<file path="src/rtl/clk_rst_seq.sv">
// Reset sequencer for clk_sys: filters the raw MMCM lock, then releases the core
// reset and, later, the peripheral reset; re-asserts both on lock loss or software request.
module clk_rst_seq #(
  parameter int HOLD_CYCLES  = 16,
  parameter int PERIPH_DELAY = 8
) (
  input  logic       clk_sys,
  input  logic       rst,
  input  logic       locked_in,
  input  logic       sw_reset_req,
  output logic       rst_core,
  output logic       rst_periph,
  output logic       ready,
  output logic [7:0] loss_count
);

  localparam int HW = $clog2(HOLD_CYCLES + 1);
  localparam int PW = $clog2(PERIPH_DELAY + 1);
  localparam logic [HW-1:0] HOLD_LAST   = HW'(HOLD_CYCLES - 1);
  localparam logic [PW-1:0] PERIPH_LAST = PW'(PERIPH_DELAY - 1);

  typedef enum logic [1:0] {WAIT_LOCK, CORE, RUN} state_t;

  state_t          r_state, w_state_next;
  logic            r_sync0, r_lock_s;
  logic [HW-1:0]   r_hold_cnt, w_hold_next;
  logic [PW-1:0]   r_periph_cnt, w_periph_next;
  logic            w_loss_inc;
  logic            r_rst_core, r_rst_periph, r_ready;
  logic [7:0]      r_loss_count;

  // locked_in is asynchronous to clk_sys; only the second stage feeds the FSM
  always_ff @(posedge clk_sys or posedge rst) begin
    if (rst) begin
      r_sync0  <= 1'b0;
      r_lock_s <= 1'b0;
    end else begin
      r_sync0  <= locked_in;
      r_lock_s <= r_sync0;
    end
  end

  always_comb begin
    w_state_next  = r_state;
    w_hold_next   = r_hold_cnt;
    w_periph_next = r_periph_cnt;
    w_loss_inc    = 1'b0;
    case (r_state)
      WAIT_LOCK: begin
        w_periph_next = '0;
        if (!r_lock_s || sw_reset_req) begin
          w_hold_next = '0;
        end else if (r_hold_cnt == HOLD_LAST) begin
          w_state_next = CORE;
          w_hold_next  = '0;
        end else begin
          w_hold_next = r_hold_cnt + HW'(1);
        end
      end
      CORE, RUN: begin
        // lock loss outranks both the software request and the CORE->RUN step
        if (!r_lock_s) begin
          w_state_next  = WAIT_LOCK;
          w_hold_next   = '0;
          w_periph_next = '0;
          w_loss_inc    = 1'b1;
        end else if (sw_reset_req) begin
          w_state_next  = WAIT_LOCK;
          w_hold_next   = '0;
          w_periph_next = '0;
        end else if (r_state == CORE) begin
          if (r_periph_cnt == PERIPH_LAST) begin
            w_state_next  = RUN;
            w_periph_next = '0;
          end else begin
            w_periph_next = r_periph_cnt + PW'(1);
          end
        end
      end
      default: begin
        w_state_next  = WAIT_LOCK;
        w_hold_next   = '0;
        w_periph_next = '0;
      end
    endcase
  end

  // Outputs decode the next state so they move on the same edge as the transition
  always_ff @(posedge clk_sys or posedge rst) begin
    if (rst) begin
      r_state      <= WAIT_LOCK;
      r_hold_cnt   <= '0;
      r_periph_cnt <= '0;
      r_rst_core   <= 1'b1;
      r_rst_periph <= 1'b1;
      r_ready      <= 1'b0;
      r_loss_count <= 8'd0;
    end else begin
      r_state      <= w_state_next;
      r_hold_cnt   <= w_hold_next;
      r_periph_cnt <= w_periph_next;
      r_rst_core   <= (w_state_next == WAIT_LOCK);
      r_rst_periph <= (w_state_next != RUN);
      r_ready      <= (w_state_next == RUN);
      if (w_loss_inc && (r_loss_count != 8'hFF)) begin
        r_loss_count <= r_loss_count + 8'd1;
      end
    end
  end

  assign rst_core   = r_rst_core;
  assign rst_periph = r_rst_periph;
  assign ready      = r_ready;
  assign loss_count = r_loss_count;

endmodule
</file>
<file path="config.mk">
export PLATFORM = sky130hd
export DESIGN_NAME = clk_rst_seq
export DESIGN_NICKNAME = d
export VERILOG_FILES = /design/src/rtl/clk_rst_seq.sv
export SDC_FILE = /design/constraint.sdc
export NUM_CORES = 1
export LEC_CHECK = 0
export ABC_AREA = 1
export BUFFER_PORTS_ARGS = -buffer_cell sky130_fd_sc_hd__buf_2
export CAP_MARGIN = 10
export CORE_MARGIN = 3
export CORE_UTILIZATION = 45
export CTS_BUF_LIST = sky130_fd_sc_hd__clkbuf_16
export CTS_CLUSTER_DIAMETER = 100
export DETAILED_ROUTE_END_ITERATION = 12
export PLACE_DENSITY = 0.65
export SLEW_MARGIN = 10
export SYNTH_ARGS = -nofsm -noshare
export SYNTH_HDL_FRONTEND = slang
export SYNTH_SLANG_ARGS = --single-unit
</file>
<file path="constraint.sdc">
create_clock -name clk_sys -period 1.9 [get_ports clk_sys]
set_input_delay 0.475 -clock clk_sys [delete_from_list [all_inputs] [get_ports clk_sys]]
set_output_delay 0.475 -clock clk_sys [all_outputs]
set_load 0.1 [all_outputs]
</file>
==> impl_metrics.json <==
{
  "status": "complete, no violations",
  "syn_to_final_growth_pct": 15.4,
  "fin_skew_ps": 3.90,
  "htreeDepth": 1,
  "reg2reg_depth": 8,
  "routabilityCongestion": 0.819,
  "drive_gt1_share_pct": 21.0,
  "arrival_ps": 1200,
  "cts_resized": 0,
  "synth_edf_count": 0,
  "fmax_mhz": 599,
  "grt_pass1_vias": 973,
  "crit_path_end_kind": "output pin",
  "cp_num_cells": 1,
  "synth_top_area_share_pct": 43.2,
  "start_util_pct": 49.2,
  "use_met2_pct": 25.9,
  "gr-max-usage-layer": "met2",
  "row_count": 18,
  "synth.distinct_cells": 26,
  "synthTopCellsByArea": "dfrtp_1, nand2_1, ha_1, inv_1, dfstp_2",
  "cellLeakagePower_nw": 0.770,
  "dp.cells": 193,
  "start_kind": "register",
  "ys_seq_elements": 24,
  "cts_tree": "done",
  "postCtsSetupBuffers": 0,
  "criticalPathCategory": "register to output pin",
  "fp.dieH_microns": 59.2,
  "clk_path_buf_depth": 2,
  "drt_iter0_drc": 50,
  "yosysWarnings": 0,
  "cts_inserted_buffers": 3,
  "fin_crit_sh_pct": 87.9,
  "overflow": 0,
  "grt_use_met3_pct": 5.23,
  "synth.net_count": 159,
  "finalCriticalPeriod_ps": 1670,
  "cts_hold_buf": 0,
  "ys.flop_type": "dfrtp_1",
  "slowest_delay_ps": 520,
  "yosysMostFrequentCell": "nand2_1",
  "grt_pass1_wl_microns": 4100,
  "grt_max_degree": 25,
  "design.die.area_sq_mm": 0.00350,
  "drt_first_pass_iters": 4,
  "cpMaxStageDelayCell": "dfstp_2",
  "num_antenna_cells": 0,
  "core_area_sq_mm": 0.00259,
  "final_max_slew_viol_count": 0,
  "path_cells": "buf_2",
  "viasPerCell": 5.02,
  "worst-path-buf-inv": 1,
  "track_usage_pct": 15.4,
  "finalPower_mw": 1.00,
  "grt_use_met1_pct": 18.4,
  "num_vias": 989,
  "detailedPlace.worstSlack_ps": 268,
  "cts_sinks": 24,
  "ant_nets": 0,
  "port_buffers": 14,
  "clk_pin_slew_ps": 60,
  "wl_per_cell_microns": 12.4,
  "fin_cells": 197,
  "synth.cell_area_sq_mm": 0.00127,
  "io_pins": 15,
  "path_delay_family": "flip-flops",
  "synth.avg_cell_area_sq_um": 8.61,
  "layout_setup_ws_ps": 230,
  "rsz0062_at_grt": "no",
  "nNetsFinal": 179,
  "routed_wl_microns": 2450,
  "tns_ps": 0,
  "hold_class": "input port to async pin",
  "irDropWorstVdd_mv": 0.682,
  "cap_violations": 0,
  "p_per_area_mw_per_mm2": 681,
  "crit_fanout": 1,
  "hold_violations": 0,
  "drc": 0,
  "setup_viol": 0,
  "required_ps": 1420,
  "synth.top_cells.by_count": "nand2_1, dfrtp_1, inv_1",
  "max-slew-margin-rel_pct": 66.8,
  "yosysSeqAreaShare_pct": 47.3,
  "netlist_instances": 148,
  "antenna_found_initial": 0,
  "yosysTopAreaCell": "dfrtp_1",
  "root_buffer": "clkbuf_16",
  "die_w_microns": 59.2,
  "clkLatencyLatePin_ps": 260,
  "synthArstFlopShare_pct": 100,
  "tightest_slew_ps": 501,
  "dp_hpwl_microns": 1820
}
-- state kept, by name, indices dropped and copies added (netlist names) --
| register | count |
|---|---|
| rst_core | 1 |
| r_sync0 | 1 |
| r_lock_s | 1 |
| r_hold_cnt | 5 |
| ready | 1 |
| r_state | 2 |
| loss_count | 8 |
| rst_periph | 1 |
| r_periph_cnt | 4 |
-- cell families after synthesis --
| group | synth area share [%] |
|---|---|
| simple gates | 25.5 |
| buf+inv | 8.06 |
| flops | 47.3 |
| compound gates | 9.43 |
| fa+ha+maj | 6.88 |
| xor+xnor | 2.75 |
-- report_power, final --
group / total [mW] / leakage (nW) / switching, mW / internal, mW
clock network: 0.457 / 0.0385 / 0.175 / 0.281
logic: 0.0255 / 0.412 / 0.0175 / 0.00790
registers: 0.519 / 0.319 / 0.00324 / 0.515
-- layout make-up --
| class | instances | area [sq um] |
|---|---|---|
| clock buffers | 3 | 75.1 |
| clock inverters | 1 | 3.75 |
| fillers | 245 | 1120 |
| inverters | 26 | 103 |
| multi-input cells | 98 | 568 |
| flip-flops and latches | 24 | 606 |
| well taps | 30 | 37.5 |
| repair buffers | 15 | 77.6 |
-- placed cells by master, fill, tap and decap left out, types with 2 or more instances in the layout --
master / instances
nand3b_1: 3
dfrtp_1: 20
nor2_1: 4
nor2_2: 3
o21ai_0: 5
o22ai_1: 4
ha_1: 7
nor3_1: 2
nand2_1: 42
o21ai_1: 3
clkbuf_16: 3
inv_1: 22
a21oi_1: 4
xor2_1: 4
inv_2: 3
buf_2: 14
nand3_1: 8
dfstp_2: 2
dfrtp_2: 2
-- routing by layer --
layer  vias to the layer above  routed length [microns]
met1                       455                     1090
met2                        23                     1210
met5                         -                        0
met3                         4                      122
met4                         0                       21
li1                        507                        -
-- through the flow --
step | util [%] | cell area, sq um | hold WS [ps]
after floorplan | - | 1280 | 331
after CTS | 56.8 | 1470 | 263
after global placement | 53.7 | 1390 | 335
final | 56.8 | 1470 | 251
after detailed placement | 53.7 | 1390 | 339
after global routing | 56.8 | 1470 | 291
-- final timing paths --
kind / start / to / slack, ps
max: rst_periph$_DFF_PP1_ / rst_periph / 230
min: rst / r_sync0$_DFF_PP0_ / 250
max reg2reg: r_state[0]$_DFF_PP0_ / loss_count[3]$_DFFE_PP0P_ / 260
min reg2reg: r_sync0$_DFF_PP0_ / r_lock_s$_DFF_PP0_ / 350
max in group asynchronous: rst / rst_periph$_DFF_PP1_ / 1360
min in group clk_sys: locked_in / r_sync0$_DFF_PP0_ / 320
-- worst min-delay path, delay by kind of cell --
kind                   cells  cell delay (ps)
buffers and inverters      3              430
(Power assumes the default switching activity.)
